## config.mk

```make
export PLATFORM = sky130hd
export DESIGN_NAME = generic_bus_arbiter_flat
export DESIGN_NICKNAME = d
export VERILOG_FILES = /design/src/rtl/generic_bus_arbiter_if.sv /design/src/rtl/generic_bus_arbiter.sv /design/src/flat_wrapper.sv
export SDC_FILE = /design/constraint.sdc
export NUM_CORES = 1
export LEC_CHECK = 0
export ABC_AREA = 1
export CAP_MARGIN = 20
export CORE_AREA = 5 5 142 144
export DETAILED_ROUTE_END_ITERATION = 12
export DIE_AREA = 0 0 147 149
export PLACE_DENSITY = 0.68
export SYNTH_ARGS = -nofsm -noshare
export SYNTH_HDL_FRONTEND = slang
export SYNTH_SLANG_ARGS = --single-unit
```

## constraint.sdc

```tcl
create_clock -name CLK -period 3.95 [get_ports CLK]
set_input_delay 0.79 -clock CLK [delete_from_list [all_inputs] [get_ports CLK]]
set_output_delay 0.79 -clock CLK [all_outputs]
set_load 0.005 [all_outputs]
```

## src/rtl/generic_bus_arbiter_if.sv

```systemverilog
// Generic-bus bundle between two requesters, the arbiter and the shared ram port.
// "slave" is the arbiter's view; "master" is the surrounding system's view.
interface generic_bus_arbiter_if #(
  parameter int ADDR_W = 32,
  parameter int DATA_W = 32
);
  localparam int BE_W = DATA_W / 8;

  logic [ADDR_W-1:0] m0_addr;
  logic              m0_ren;
  logic              m0_wen;
  logic [DATA_W-1:0] m0_wdata;
  logic [BE_W-1:0]   m0_byte_en;
  logic [DATA_W-1:0] m0_rdata;
  logic              m0_busy;

  logic [ADDR_W-1:0] m1_addr;
  logic              m1_ren;
  logic              m1_wen;
  logic [DATA_W-1:0] m1_wdata;
  logic [BE_W-1:0]   m1_byte_en;
  logic [DATA_W-1:0] m1_rdata;
  logic              m1_busy;

  logic [ADDR_W-1:0] s_addr;
  logic              s_ren;
  logic              s_wen;
  logic [DATA_W-1:0] s_wdata;
  logic [BE_W-1:0]   s_byte_en;
  logic [DATA_W-1:0] s_rdata;
  logic              s_busy;

  modport slave (
    input  m0_addr, m0_ren, m0_wen, m0_wdata, m0_byte_en,
    output m0_rdata, m0_busy,
    input  m1_addr, m1_ren, m1_wen, m1_wdata, m1_byte_en,
    output m1_rdata, m1_busy,
    output s_addr, s_ren, s_wen, s_wdata, s_byte_en,
    input  s_rdata, s_busy
  );

  modport master (
    output m0_addr, m0_ren, m0_wen, m0_wdata, m0_byte_en,
    input  m0_rdata, m0_busy,
    output m1_addr, m1_ren, m1_wen, m1_wdata, m1_byte_en,
    input  m1_rdata, m1_busy,
    input  s_addr, s_ren, s_wen, s_wdata, s_byte_en,
    output s_rdata, s_busy
  );
endinterface

```

## src/rtl/generic_bus_arbiter.sv

```systemverilog
// Two-master, one-slave generic-bus arbiter: one transfer per grant, round-robin
// or fixed priority, with per-master completed-transfer counters.
module generic_bus_arbiter #(
  parameter int ADDR_W         = 32,
  parameter int DATA_W         = 32,
  parameter int FIXED_PRIORITY = 0,
  parameter int CNT_W          = 32
) (
  input  logic                 CLK,
  input  logic                 RST,
  generic_bus_arbiter_if.slave bus,
  output logic [1:0]           grant,
  output logic [CNT_W-1:0]     m0_xfer_cnt,
  output logic [CNT_W-1:0]     m1_xfer_cnt
);
  localparam int BE_W = DATA_W / 8;

  typedef enum logic [1:0] {IDLE, GNT0, GNT1} state_e;

  state_e           state_q;
  logic             last_grant_q;
  logic [1:0]       grant_q;
  logic [CNT_W-1:0] cnt0_q;
  logic [CNT_W-1:0] cnt1_q;

  logic req0, req1, pick1_d;

  always_comb begin
    req0 = bus.m0_ren | bus.m0_wen;
    req1 = bus.m1_ren | bus.m1_wen;
    // last_grant_q=1 means M1 won last, so a round-robin tie goes to M0.
    if (FIXED_PRIORITY != 0) pick1_d = req1 & ~req0;
    else                     pick1_d = req1 & (~req0 | ~last_grant_q);
  end

  always_ff @(posedge CLK) begin
    if (RST) begin
      state_q      <= IDLE;
      last_grant_q <= 1'b1;
      grant_q      <= 2'b00;
      cnt0_q       <= '0;
      cnt1_q       <= '0;
    end else begin
      case (state_q)
        IDLE: begin
          if (pick1_d) begin
            state_q <= GNT1;
            grant_q <= 2'b10;
          end else if (req0) begin
            state_q <= GNT0;
            grant_q <= 2'b01;
          end
        end
        GNT0: begin
          if (!req0) begin
            state_q <= IDLE;
            grant_q <= 2'b00;
          end else if (!bus.s_busy) begin
            state_q      <= IDLE;
            grant_q      <= 2'b00;
            last_grant_q <= 1'b0;
            cnt0_q       <= cnt0_q + CNT_W'(1);
          end
        end
        GNT1: begin
          if (!req1) begin
            state_q <= IDLE;
            grant_q <= 2'b00;
          end else if (!bus.s_busy) begin
            state_q      <= IDLE;
            grant_q      <= 2'b00;
            last_grant_q <= 1'b1;
            cnt1_q       <= cnt1_q + CNT_W'(1);
          end
        end
        default: begin
          state_q <= IDLE;
          grant_q <= 2'b00;
        end
      endcase
    end
  end

  logic [ADDR_W-1:0] addr_mux;
  logic [DATA_W-1:0] wdata_mux;
  logic [BE_W-1:0]   be_mux;
  logic              ren_mux, wen_mux;

  // Slave side follows the owner combinationally; an idle bus is driven all-zero.
  always_comb begin
    addr_mux  = '0;
    wdata_mux = '0;
    be_mux    = '0;
    ren_mux   = 1'b0;
    wen_mux   = 1'b0;
    if (grant_q[0]) begin
      addr_mux  = bus.m0_addr;
      wdata_mux = bus.m0_wdata;
      be_mux    = bus.m0_byte_en;
      ren_mux   = bus.m0_ren;
      wen_mux   = bus.m0_wen;
    end else if (grant_q[1]) begin
      addr_mux  = bus.m1_addr;
      wdata_mux = bus.m1_wdata;
      be_mux    = bus.m1_byte_en;
      ren_mux   = bus.m1_ren;
      wen_mux   = bus.m1_wen;
    end
  end

  assign bus.s_addr    = addr_mux;
  assign bus.s_wdata   = wdata_mux;
  assign bus.s_byte_en = be_mux;
  assign bus.s_ren     = ren_mux;
  assign bus.s_wen     = wen_mux;

  assign bus.m0_busy  = grant_q[0] ? bus.s_busy : 1'b1;
  assign bus.m1_busy  = grant_q[1] ? bus.s_busy : 1'b1;
  assign bus.m0_rdata = bus.s_rdata;
  assign bus.m1_rdata = bus.s_rdata;

  assign grant       = grant_q;
  assign m0_xfer_cnt = cnt0_q;
  assign m1_xfer_cnt = cnt1_q;
endmodule

```

## src/flat_wrapper.sv

```systemverilog
// flat-port wrapper written by rule: the top's interface ports become plain ports
module generic_bus_arbiter_flat 
#(
  parameter int ADDR_W         = 32,
  parameter int DATA_W         = 32,
  parameter int FIXED_PRIORITY = 0,
  parameter int CNT_W          = 32
)
  (CLK, RST, grant, m0_xfer_cnt, m1_xfer_cnt, bus_m0_addr, bus_m0_ren, bus_m0_wen, bus_m0_wdata, bus_m0_byte_en, bus_m0_rdata, bus_m0_busy, bus_m1_addr, bus_m1_ren, bus_m1_wen, bus_m1_wdata, bus_m1_byte_en, bus_m1_rdata, bus_m1_busy, bus_s_addr, bus_s_ren, bus_s_wen, bus_s_wdata, bus_s_byte_en, bus_s_rdata, bus_s_busy);
  generic_bus_arbiter_if #(.ADDR_W(ADDR_W), .DATA_W(DATA_W)) bus_i ();
  input  logic CLK;
  input  logic RST;
  output logic [1:0] grant;
  output logic [CNT_W-1:0] m0_xfer_cnt;
  output logic [CNT_W-1:0] m1_xfer_cnt;
  input wire logic [$bits(bus_i.m0_addr)-1:0] bus_m0_addr;
  input wire logic [$bits(bus_i.m0_ren)-1:0] bus_m0_ren;
  input wire logic [$bits(bus_i.m0_wen)-1:0] bus_m0_wen;
  input wire logic [$bits(bus_i.m0_wdata)-1:0] bus_m0_wdata;
  input wire logic [$bits(bus_i.m0_byte_en)-1:0] bus_m0_byte_en;
  output wire logic [$bits(bus_i.m0_rdata)-1:0] bus_m0_rdata;
  output wire logic [$bits(bus_i.m0_busy)-1:0] bus_m0_busy;
  input wire logic [$bits(bus_i.m1_addr)-1:0] bus_m1_addr;
  input wire logic [$bits(bus_i.m1_ren)-1:0] bus_m1_ren;
  input wire logic [$bits(bus_i.m1_wen)-1:0] bus_m1_wen;
  input wire logic [$bits(bus_i.m1_wdata)-1:0] bus_m1_wdata;
  input wire logic [$bits(bus_i.m1_byte_en)-1:0] bus_m1_byte_en;
  output wire logic [$bits(bus_i.m1_rdata)-1:0] bus_m1_rdata;
  output wire logic [$bits(bus_i.m1_busy)-1:0] bus_m1_busy;
  output wire logic [$bits(bus_i.s_addr)-1:0] bus_s_addr;
  output wire logic [$bits(bus_i.s_ren)-1:0] bus_s_ren;
  output wire logic [$bits(bus_i.s_wen)-1:0] bus_s_wen;
  output wire logic [$bits(bus_i.s_wdata)-1:0] bus_s_wdata;
  output wire logic [$bits(bus_i.s_byte_en)-1:0] bus_s_byte_en;
  input wire logic [$bits(bus_i.s_rdata)-1:0] bus_s_rdata;
  input wire logic [$bits(bus_i.s_busy)-1:0] bus_s_busy;
  assign bus_i.m0_addr = bus_m0_addr;
  assign bus_i.m0_ren = bus_m0_ren;
  assign bus_i.m0_wen = bus_m0_wen;
  assign bus_i.m0_wdata = bus_m0_wdata;
  assign bus_i.m0_byte_en = bus_m0_byte_en;
  assign bus_m0_rdata = bus_i.m0_rdata;
  assign bus_m0_busy = bus_i.m0_busy;
  assign bus_i.m1_addr = bus_m1_addr;
  assign bus_i.m1_ren = bus_m1_ren;
  assign bus_i.m1_wen = bus_m1_wen;
  assign bus_i.m1_wdata = bus_m1_wdata;
  assign bus_i.m1_byte_en = bus_m1_byte_en;
  assign bus_m1_rdata = bus_i.m1_rdata;
  assign bus_m1_busy = bus_i.m1_busy;
  assign bus_s_addr = bus_i.s_addr;
  assign bus_s_ren = bus_i.s_ren;
  assign bus_s_wen = bus_i.s_wen;
  assign bus_s_wdata = bus_i.s_wdata;
  assign bus_s_byte_en = bus_i.s_byte_en;
  assign bus_i.s_rdata = bus_s_rdata;
  assign bus_i.s_busy = bus_s_busy;
  generic_bus_arbiter #(.ADDR_W(ADDR_W), .DATA_W(DATA_W), .FIXED_PRIORITY(FIXED_PRIORITY), .CNT_W(CNT_W)) u_core (.CLK(CLK), .RST(RST), .bus(bus_i), .grant(grant), .m0_xfer_cnt(m0_xfer_cnt), .m1_xfer_cnt(m1_xfer_cnt));
endmodule
```

# Word-level counts from Yosys, hierarchy flattened
# Index checks and enable logic that the tools add are counted.
# word_totals
ff_bits,69
latch_bits,0
mem_bits_rw,0
romBits,0
output_inout_bits,202
word_cells,53
memories,0
# classes
n_addsub,2
n_mul,0
div_mod_pow,0
order_cmp,0
eq_ne,7
shifts,0
n_mux,27
bitwise_logic,7
reduce_logical,5
# op_table
cell,count
$mux W32,4
$add A32 B1 Y32 const B,2
$mux W2,8
$pmux W2 S3,2
$mux W1,10
$mux W4,2
$reduce_and A3 Y1,2
$reduce_and A5 Y1,1
$ne A2 B1 Y1 const B,2
$ne A2 B2 Y1 const B,2
$ne A3 B1 Y1 const B,1
$not A1 Y1,3
$or A1 B1 Y1,3
$eq A2 B1 Y1 const B,1
$eq A2 B2 Y1 const B,1
$logic_not A2 Y1,1
$pmux W1 S2,1
$reduce_bool A2 Y1,1
$and A1 B1 Y1,1

# Longest topological paths before layout
# Gate-level depths: netlist (run 1).
# depth
ltp_word,6
mapped_depth,10
mapped_depth_nobuf,10

# Least setup slack after synthesis (run 1)
# No wires, ideal clock.
# synth_timing
path_type,register -> output
startpoint,register u_core.grant_q[0] (netlist: u_core.grant[0])
endpoint,output port bus_s_ren
arrival_time_ns,1.095
slack_ns,2.065
stages_incl_launch_ff,5
path_cell_list,dfxtp_1 > clkbuf_1 > inv_2 > clkbuf_1 > o22ai_1
# synth_between
elab_chain_cells,1
# synth_rtl
element,line_no,rtl
from (decl),generic_bus_arbiter.sv:22,logic [1:0] grant_q;
from (signal assigned),generic_bus_arbiter.sv:40,grant_q <= 2'b00;
from (signal assigned),generic_bus_arbiter.sv:48,grant_q <= 2'b10;
from (signal assigned),generic_bus_arbiter.sv:51,grant_q <= 2'b01;
$mux W1,generic_bus_arbiter.sv:96,if (grant_q[0]) begin
to (decl),flat_wrapper.sv:31,output wire logic [$bits(bus_i.s_ren)-1:0] bus_s_ren;
# Every way passes these cells.

# Worst setup path after layout (run 1)
# layout_timing
startpoint,register u_core.grant_q[0] (netlist: u_core.grant[0])
endpoint,output port bus_s_addr[1]
# layout_between
elab_chain_cells,1
# layout_rtl
element,line_no,rtl
$mux W32,generic_bus_arbiter.sv:96,
to (decl),flat_wrapper.sv:30,output wire logic [$bits(bus_i.s_addr)-1:0] bus_s_addr;
# Every way passes these cells.

==> metrics.yaml, run 1 <==
outcome:
  outcome: "complete, no violations"
cts:
  ctsResizeCount: 0
  cts_buffers: 9
  clk_latency_ps: 330
  post_cts_buffers: 0
  htreeDepth: 3
  cts_num_sinks: 69
  clock-root-buffer: "clkbuf_16"
  hold_buffers: 0
  clockBufferDepth: 2
  cts.reportedPaths.clkPinSlew_ps: 60
  tritoncts: "built"
routing:
  wirelength_um: 24800
  drc: 0
  drt_iter0_drc: 296
  viasPerCell: 4.72
  postRouteAntennaNets: 0
  firstDrtPassIters: 5
  vias: 6396
  wire_per_inst_um: 18.3
cells_and_area:
  multi_input_area_um2: 3010
  nNetsFinal: 1293
  num-fill-cells: 1921
  fin_util_pct: 44.2
  diodes: 0
  regArea_um2: 1380
  layout-area-overhead-vs-synth_pct: 54.4
  drive_above_1_share_pct: 4.29
sta:
  relSlewSlack_pct: 48.0
  skew_ps: 4.92
  setup_viol: 0
  finalSetupTns_ps: 0
  tightest_slew_ps: 781
  fmax_mhz: 310
  maxSlewViolCount: 0
  rsz0062_at_grt: "false"
  fin_crit_ps: 3220
  hold_viol_final: 0
  final.period_utilization_pct: 81.6
synth:
  netlist-cell-type-count: 35
  synth_area_leaders: "dfxtp_1 (26%), nand2_1 (21%), nand3_1 (11%)"
  synth_cells: 913
  yosysTopAreaCell: "dfxtp_1"
  syn_area_um2: 5320
  yosysTopAreaCellShare_pct: 26.0
  synth_most_common_cell: "nand2_1"
  ys.flop_type: "dfxtp_1"
  synth_edf_count: 0
  async_flop_share_pct: 0
  syn_nets: 1090
  yosys_warnings: 0
  synth_seq_cells: 69
  syn_avg_cell_area_um2: 5.82
  yosysSeqAreaShare_pct: 26.0
  ys_top_cells_by_count: "nand2_1 (303), nor2_1 (130), nand3_1 (112)"
floorplan:
  die_h_um: 149
  fp.coreArea_um2: 18600
  initial_utilization_pct: 28.6
  io-pin-count: 377
  chipWidth_um: 147
  rows: 50
  dieArea_um2: 21900
power:
  ir_drop_uv: 178
  power_density_nw_per_um2: 272
  p_leak_nw: 3.31
global_route:
  antenna_found_initial: 3
  grt_pass1_wl_um: 36100
  grt_usage_pct: 21.6
  grt_max_degree: 74
  gr-total-overflow: 0
  grt_pass1_vias: 5975
setup_path:
  reg2reg_depth: 10
  path_depth: 4
  end_kind: "output pin"
  slowest_delay_ps: 690
  crit_arrival_ps: 2430
  crit_chain: "buf_4 -> nand2_1 -> nand2_1 -> clkdlybuf4s50_1"
  cp_common_cell: "nand2_1"
  start_kind: "flop"
  path_delay_family: "buffers and inverters"
  r2r_slack_ps: 2260
  critPathRequiredTime_ps: 3160
  crit_fanout: 73
  path_class: "flop to output pin"
  cp.buffers_inverters: 2
  cp_slowest_cell: "clkdlybuf4s50_1"
placed_design:
  portBuffers: 280
  place.gp.congestion: 0.903
  place_hpwl_um: 20300
worst_hold_path:
  hold_path_class: "flop to flop"
  whs_path_depth: 2
run:
  max-cap-violations: 0
[report_power, final]
| group | switching (W) | internal (W) |
|---|---|---|
| Combinational | 0.000312 | 0.000335 |
| Sequential | 0.0000146 | 0.000704 |
| Clock | 0.000301 | 0.000566 |
| Total | 0.000628 | 0.00161 |
[cell usage in the layout, fill, tap and decap left out, types with 2 or more instances in the layout]
cell type        netlist  final
and2_1                 2      2
nand3_1              112    112
o21ai_1                4      4
clkinv_2               1      2
clkbuf_16              0      9
o21bai_1               4      4
inv_2                  4      4
nor2_1               130    130
dfxtp_1               69     67
o22ai_1                2      2
a21oi_1               22     22
bufinv_16              0      2
buf_12                 0      2
nor2_4                 7      7
o211ai_1               2      2
dfxtp_2                0      2
nor2_8                 2      2
ha_1                   2      2
nor3_1                10     10
nand2_1              303    303
nor3b_1                3      3
nand4_1               17     17
buf_4                 64      4
clkdlybuf4s50_1        0    280
nand3_2                5      5
nand3_4                3      3
xor2_1                 4      4
o21ai_0               16     16
nor2_2                 2      2
inv_1                 84     84
and3_1                 2      2
[cell type report]
type	count	share of cell area, %
clock buffer	11	2.96
clock inverter	4	0.884
inverter	89	4.09
multi-input combinational	661	36.6
sequential	69	16.9
tap	234	3.57
timing repair buffer	286	35.0
[path summary, 6_finish.rpt]
kind | to | startpoint
hold reg to reg | u_core.m1_xfer_cnt[6] | u_core.m1_xfer_cnt[6]
setup / recovery | bus_s_addr[1] | u_core.grant[0]
hold / removal | u_core.m1_xfer_cnt[6] | u_core.m1_xfer_cnt[6]
setup reg to reg | u_core.m1_xfer_cnt[20] | u_core.m1_xfer_cnt[0]
[worst min-delay path, stage by stage, from the launching register on]
cell,delay (ps)
dfxtp_1,330
inv_1,60
a21oi_1,50
[registers in the layout (all words and copies together), names as in the netlist]
signal               cells
u_core.grant             2
u_core.last_grant_q      1
u_core.m0_xfer_cnt      32
u_core.m1_xfer_cnt      32
u_core.state_q           2
[metal layers]
metal	vias to the layer above	GRT usage (%)	part of all wire [%]
met5	-	0	0.11
met4	6	8.34	3.5
met3	43	8.08	9.9
met2	299	34.6	45
met1	2827	26.4	41
li1	3221	-	-
[cell families after synthesis]
kind of cell             count (synthesis)  share of synthesized area (%)
AO/OA/AOI/OAI                           53                           5.44
buffers and inverters                  183                           17.5
XOR/XNOR                                 5                          0.824
AND/OR/NAND/NOR                        601                           49.8
adder cells (fa/ha/maj)                  2                          0.471
flip-flops                              69                           26.0
[metrics by stage]
stage / hold slack [ps] / std cells / setup slack (ps) / cell area (um2) / power (W)
2_1_floorplan: 462 / 913 / 2060 / 5320 / 0.000984
3_3_place_gp: 461 / 1339 / 872 / 7890 / 0.00138
3_5_place_dp: 468 / 1339 / 883 / 7890 / 0.00138
4_1_cts: 476 / 1354 / 750 / 8210 / 0.00225
5_1_grt: 523 / 1354 / 686 / 8210 / 0.00232
6_report: 479 / 1354 / 728 / 8210 / 0.00223
Note: power is estimated with default switching activity, not from simulation.
==> run 2: changes to the inputs <==
--- a/config.mk
+++ b/config.mk
@@ -7,10 +7,10 @@
 export LEC_CHECK = 0
 export ABC_AREA = 1
 export CAP_MARGIN = 20
-export CORE_AREA = 5 5 142 144
+export CORE_AREA = 5 5 143 145
 export DETAILED_ROUTE_END_ITERATION = 12
-export DIE_AREA = 0 0 147 149
-export PLACE_DENSITY = 0.68
+export DIE_AREA = 0 0 148 150
+export PLACE_DENSITY = 0.67
 export SYNTH_ARGS = -nofsm -noshare
 export SYNTH_HDL_FRONTEND = slang
 export SYNTH_SLANG_ARGS = --single-unit
==> constraint.sdc (replaced) <==
create_clock -name CLK -period 3.1 [get_ports CLK]
set_input_delay 0.62 -clock CLK [delete_from_list [all_inputs] [get_ports CLK]]
set_output_delay 0.62 -clock CLK [all_outputs]
set_load 0.005 [all_outputs]
==> run 2 against run 1 <==
  * Combinational power rose by 28%
  * Critical path type unchanged
  * Clock-buffer cell count increased by 1
  * First-iteration DRC count increased by 56%
  * Total power is 24% higher
  * Non-clock buffer count grew 4
  * Largest power group unchanged
  * Via count is 1.0% lower
  * Setup slack lost 470 ps
  * Wire length is 0.96% lower
  * Cell count increased by 0.66%
  * Flip-flop and latch count did not move
==> metrics.yaml, run 2 (synthesis gave the netlist of run 1 again) <==
global_route:
  antenna_found_initial: 2  # -1
  gr-total-overflow: 0  # unchanged
  grt_usage_pct: 21.1  # -0.50 points
  grt_pass1_vias: 5830  # -2.4%
  grt_pass1_wl_um: 35600  # -1.4%
  grt_max_degree: 74  # unchanged
setup_path:
  cp_slowest_cell: "clkdlybuf4s50_1"
  critPathRequiredTime_ps: 2480  # -680 ps
  crit_fanout: 40  # -45%
  crit_chain: "inv_2 -> buf_12 -> nand3_1 -> nand2_1 -> clkdlybuf4s50_1"
  end_kind: "output pin"
  path_class: "flop to output pin"
  reg2reg_depth: 10  # unchanged
  start_kind: "flop"
  r2r-start: "u_core.m1_xfer_cnt[0]"
  cp.buffers_inverters: 3  # +1
  path_delay_family: "buffers and inverters"
  timing.rr.end: "u_core.m1_xfer_cnt[20]"
  crit_arrival_ps: 2220  # -210 ps
  r2r_slack_ps: 1440  # -820 ps
  slowest_delay_ps: 550  # -140 ps
cts:
  post_cts_buffers: 0  # unchanged
  cts_num_sinks: 69  # unchanged
  clk_latency_ps: 330  # about the same
  tritoncts: "built"
  ctsResizeCount: 0  # unchanged
  cts_buffers: 9  # unchanged
  clockBufferDepth: 2  # unchanged
  cts.reportedPaths.clkPinSlew_ps: 60  # about the same
  clock-root-buffer: "clkbuf_16"
  hold_buffers: 0  # unchanged
  htreeDepth: 3  # unchanged
sta:
  tightest_slew_ps: 564  # -216 ps
  relSlewSlack_pct: 62.4  # +14 points
  hold_viol_final: 0  # unchanged
  holdWs_ps: 483  # +3.56 ps
  setup_viol: 0  # unchanged
  final.period_utilization_pct: 91.6
  rsz0062_at_grt: "false"
  maxSlewViolCount: 0  # unchanged
  skew_ps: 6.23  # +1.31 ps
  finalSetupTns_ps: 0  # unchanged
  fmax_mhz: 352
  fin_crit_ps: 2840
floorplan:
  rows: 51  # +2.0%
  die_h_um: 150  # +0.67%
  io-pin-count: 377  # unchanged
  initial_utilization_pct: 27.9  # -0.75 points
  dieArea_um2: 22200  # +1.4%
  chipWidth_um: 148  # +0.68%
  fp.coreArea_um2: 19100  # +2.7%
cells_and_area:
  diodes: 0  # unchanged
  design_area_um2: 8220  # +0.17%
  final_common_cell: "nand2_1"
  layout-area-overhead-vs-synth_pct: 54.6
  drive_above_1_share_pct: 4.62  # +0.34 points
  layout_common_cells: "nand2_1 (303), clkdlybuf4s50_1 (280), nor2_1 (130)"
  nNetsFinal: 1297  # +0.31%
routing:
  drc: 0  # unchanged
  wire_per_inst_um: 18.0  # -1.6%
  wirelength_um: 24500  # -0.96%
  drt_iter0_drc: 463  # +56%
  firstDrtPassIters: 5  # unchanged
  vias: 6329  # -1.0%
  viasPerCell: 4.64  # -1.7%
  postRouteAntennaNets: 0  # unchanged
placed_design:
  place_hpwl_um: 20200  # -0.39%
  place.gp.congestion: 0.948  # +5.0%
  portBuffers: 280  # unchanged
  placed_cell_area_um2: 7930  # +0.44%
power:
  power_density_nw_per_um2: 338  # +24%
  ir_drop_uv: 203  # +14%
  p_leak_nw: 3.33  # +0.41%
worst_hold_path:
  hold_end: "u_core.m1_xfer_cnt[6]"
  worstHoldStart: "u_core.m1_xfer_cnt[6]"
  hold_path_class: "flop to flop"
  whs_path_depth: 2  # unchanged
run:
  max-cap-violations: 0  # unchanged
outcome:
  outcome: "complete, no violations"
-- run 2: worst reg2reg max path, stage by stage, from the launching register on --
cell and delay [ps]:
dfxtp_1 420, ha_1 260, nand2_1 70, nor2_1 130
nand2_1 150, nor2_8 190, nand2_2 90, nor2_1 100
nand2_1 50, nand2_1 60, nor2_1 30
-- run 2: layout make-up --
type                    count  area (um2)
fillers                  1985       10900
multi-input cells         661        3010
repair buffers            290        2900
flip-flops and latches     69        1380
inverters                  89         335
well taps                 238         298
clock buffers              12         246
clock inverters             4        47.5
-- run 2: layer usage --
metal | wire (um) | part of all wire (%) | vias to the layer above | global-route usage (%)
met5 | 13 | 0.053 | - | 0
met4 | 429 | 1.7 | 2 | 5.31
met3 | 2190 | 8.9 | 23 | 5.51
met2 | 11100 | 45 | 274 | 34.0
met1 | 10800 | 44 | 2794 | 28.2
li1 | - | - | 3236 | -
-- run 2: per-stage QoR --
stage | cells | utilization, % | power [W] | setup slack, ps
6_report | 1363 | 43.1 | 0.00278 | 261
5_1_grt | 1363 | 43.1 | 0.00288 | 160
4_1_cts | 1363 | 43.1 | 0.00280 | 275
2_1_floorplan | 913 | - | 0.00125 | 1380
3_3_place_gp | 1347 | 41.5 | 0.00176 | 367
3_5_place_dp | 1347 | 41.5 | 0.00176 | 379
-- run 2: worst max-delay path by stage --
stage	startpoint	cells past startpoint	slack (ps)	endpoint
global placement	bus_m1_addr[11]	4	370	bus_s_addr[11]
global route	u_core.grant[0]	5	160	bus_s_wdata[8]
finish	u_core.grant[0]	5	260	bus_s_addr[2]
floorplan	u_core.grant[0]	4	1380	bus_s_ren
detailed placement	bus_m1_addr[11]	4	380	bus_s_addr[11]
CTS	u_core.grant[0]	5	280	bus_s_addr[2]
-- run 2: report_power, final --
| group | switching [W] | total [W] | internal, W |
|---|---|---|---|
| logic | 0.000398 | 0.000831 | 0.000433 |
| clock network | 0.000385 | 0.00103 | 0.000643 |
| registers | 0.0000197 | 0.000917 | 0.000898 |
==> run 3: changes to the inputs <==
--- a/config.mk
+++ b/config.mk
@@ -10,6 +10,7 @@
 export CORE_AREA = 5 5 143 145
 export DETAILED_ROUTE_END_ITERATION = 12
 export DIE_AREA = 0 0 148 150
+export MAX_ROUTING_LAYER = met4
 export PLACE_DENSITY = 0.67
 export SYNTH_ARGS = -nofsm -noshare
 export SYNTH_HDL_FRONTEND = slang
==> run 3 against run 2 <==
  * Sequential share of layout area hardly changed
  * Hold slack worse by 6.1 ps
  * Cell area is 0.15% higher
  * Fmax is 0.60% higher
  * Clock-buffer cell count is 1 lower
  * Cell count is 0.22% higher
  * Flip-flop and latch count stayed put
  * Sequential power hardly changed
  * Clock skew is 2.0 ps higher
  * Non-clock buffer count is 1 higher
  * Via count is 2.0% higher
  * Combinational power hardly changed
==> metrics.yaml, run 3 (synthesis gave the netlist of run 1 again) <==
cts:
  clockBufferDepth: 2  # unchanged
  htreeDepth: 3  # unchanged
  tritoncts: "built"
  post_cts_buffers: 0  # unchanged
  cts_num_sinks: 69  # unchanged
  hold_buffers: 0  # unchanged
  ctsResizeCount: 0  # unchanged
  cts.reportedPaths.clkPinSlew_ps: 60  # about the same
  clock-root-buffer: "clkbuf_16"
  cts_buffers: 9  # unchanged
  clk_latency_ps: 330  # about the same
sta:
  finalSetupTns_ps: 0  # unchanged
  rsz0062_at_grt: "false"
  maxSlewViolCount: 0  # unchanged
  relSlewSlack_pct: 61.0  # -1.4 points
  fin_crit_ps: 2820  # -16.8 ps
  skew_ps: 8.23  # +2.00 ps
  tightest_slew_ps: 585  # +21.2 ps
  setup_viol: 0  # unchanged
  fmax_mhz: 354  # +0.60%
  hold_viol_final: 0  # unchanged
  final.period_utilization_pct: 91.0  # -0.54 points
worst_hold_path:
  worstHoldStart: "u_core.m1_xfer_cnt[6]"
  hold_end: "u_core.m1_xfer_cnt[6]"
  whs_path_depth: 2  # unchanged
  hold_path_class: "flop to flop"
cells_and_area:
  multi_input_area_um2: 3010  # unchanged
  regArea_um2: 1380  # unchanged
  nNetsFinal: 1298  # +0.077%
  num-fill-cells: 2000  # +0.76%
  final_common_cell: "nand2_1"
  drive_above_1_share_pct: 4.71  # +0.089 points
  layout-area-overhead-vs-synth_pct: 54.9
  layout_common_cells: "nand2_1 (303), clkdlybuf4s50_1 (280), nor2_1 (130)"
  instances_no_fill: 1366  # +0.22%
  fin_util_pct: 43.1  # +0.066 points
global_route:
  grt_pass1_wl_um: 35500  # -0.29%
  grt_pass1_vias: 5860  # +0.51%
  grt_use_met3_pct: 6.87  # +1.4 points
  grt_max_degree: 74  # unchanged
  grt_usage_pct: 21.7  # +0.55 points
  use_met2_pct: 33.5  # -0.53 points
  gr-total-overflow: 0  # unchanged
  gr-max-usage-layer: "met2"
  grt_use_met1_pct: 27.0  # -1.2 points
  antenna_found_initial: 6  # +4
placed_design:
  dp_cells: 1348  # +0.074%
  place_hpwl_um: 20400  # +1.2%
  portBuffers: 280  # unchanged
  place.gp.congestion: 0.942  # -0.60%
setup_path:
  path_class: "flop to output pin"
  crit_fanout: 29  # -28%
  end_kind: "output pin"
  reg2reg_depth: 10  # unchanged
  critPathRequiredTime_ps: 2480  # about the same
  timing.rr.end: "u_core.m1_xfer_cnt[20]"
  r2r_slack_ps: 1400  # -40 ps
  r2r-start: "u_core.m1_xfer_cnt[0]"
  start_kind: "flop"
  crit_arrival_ps: 2200  # -20 ps
power:
  p_leak_nw: 3.33  # +0.23%
  power_density_nw_per_um2: 336  # -0.64%
  ir_drop_uv: 242  # +19%
run:
  max-cap-violations: 0  # unchanged
floorplan:
  rows: 51  # unchanged
  die_h_um: 150  # unchanged
  io-pin-count: 377  # unchanged
  dieArea_um2: 22200  # unchanged
  fp.coreArea_um2: 19100  # unchanged
  chipWidth_um: 148  # unchanged
  initial_utilization_pct: 27.9  # unchanged
routing:
  drc: 0  # unchanged
  wire_per_inst_um: 18.1  # +0.54%
  firstDrtPassIters: 5  # unchanged
  viasPerCell: 4.72  # +1.7%
  drt_iter0_drc: 413  # -11%
  postRouteAntennaNets: 0  # unchanged
  vias: 6453  # +2.0%
  wirelength_um: 24700  # +0.76%
outcome:
  outcome: "complete, no violations"
==> run 3: changes by cell type in the layout (fill, tap and decap cells not counted), sizes merged <==
cell / previous run / this run
clkbuf: 12 / 11
diode: 0 / 3
clkinvlp: 1 / 0
buf: 10 / 11
clkinv: 3 / 4
==> run 3: worst max-delay path by stage <==
stage                               start              to  slack (ps)  cells after the start
final                     u_core.grant[1]  bus_s_wdata[8]         280                      4
after global routing      u_core.grant[0]   bus_s_addr[2]         200                      5
after CTS                 u_core.grant[0]  bus_s_wdata[5]         290                      5
after detailed placement  bus_m1_addr[11]  bus_s_addr[11]         380                      4
after global placement    bus_m1_addr[11]  bus_s_addr[11]         370                      4
after floorplan           u_core.grant[0]       bus_s_ren        1380                      4
==> run 3: cell type report <==
cell class | instances | share of cell area, %
Multi-Input combinational cell | 661 | 36.5
Clock buffer | 11 | 2.95
Timing Repair Buffer | 291 | 35.4
Antenna cell | 3 | 0.0912
Inverter | 89 | 4.07
Clock inverter | 4 | 0.593
Sequential cell | 69 | 16.8
Tap cell | 238 | 3.62
==> run 3: routing by layer <==
metal  part of all wire [%]  routed length, um  vias up
met5                      0                  0        -
met4                    3.1                773        0
met3                     10               2480       32
met2                     45              11100      285
met1                     42              10400     2898
li1                       -                  -     3238
==> run 3: through the flow <==
stage          worst slack [ps]  total power, W  hold slack, ps  area [um2]
6_report                    278         0.00276             477        8230
5_1_grt                     197         0.00287             501        8230
4_1_cts                     289         0.00279             478        8220
3_5_place_dp                379         0.00177             468        7930
3_3_place_gp                372         0.00177             463        7930
2_1_floorplan              1380         0.00125             462        5320
==> run 3: power by group <==
| group | internal [W] | switching (W) | leakage (nW) |
|---|---|---|---|
| sequential | 0.000898 | 0.0000207 | 0.557 |
| combinational | 0.000434 | 0.000398 | 2.63 |
| clock | 0.000639 | 0.000373 | 0.145 |
| total | 0.00197 | 0.000792 | 3.33 |
==> run 3: critical path, cell delays in order (launching register included) <==
cell             delay [ps]
dfxtp_2                 690
buf_4                   310
nand3_1                  90
nand2_1                 210
clkdlybuf4s50_1         560
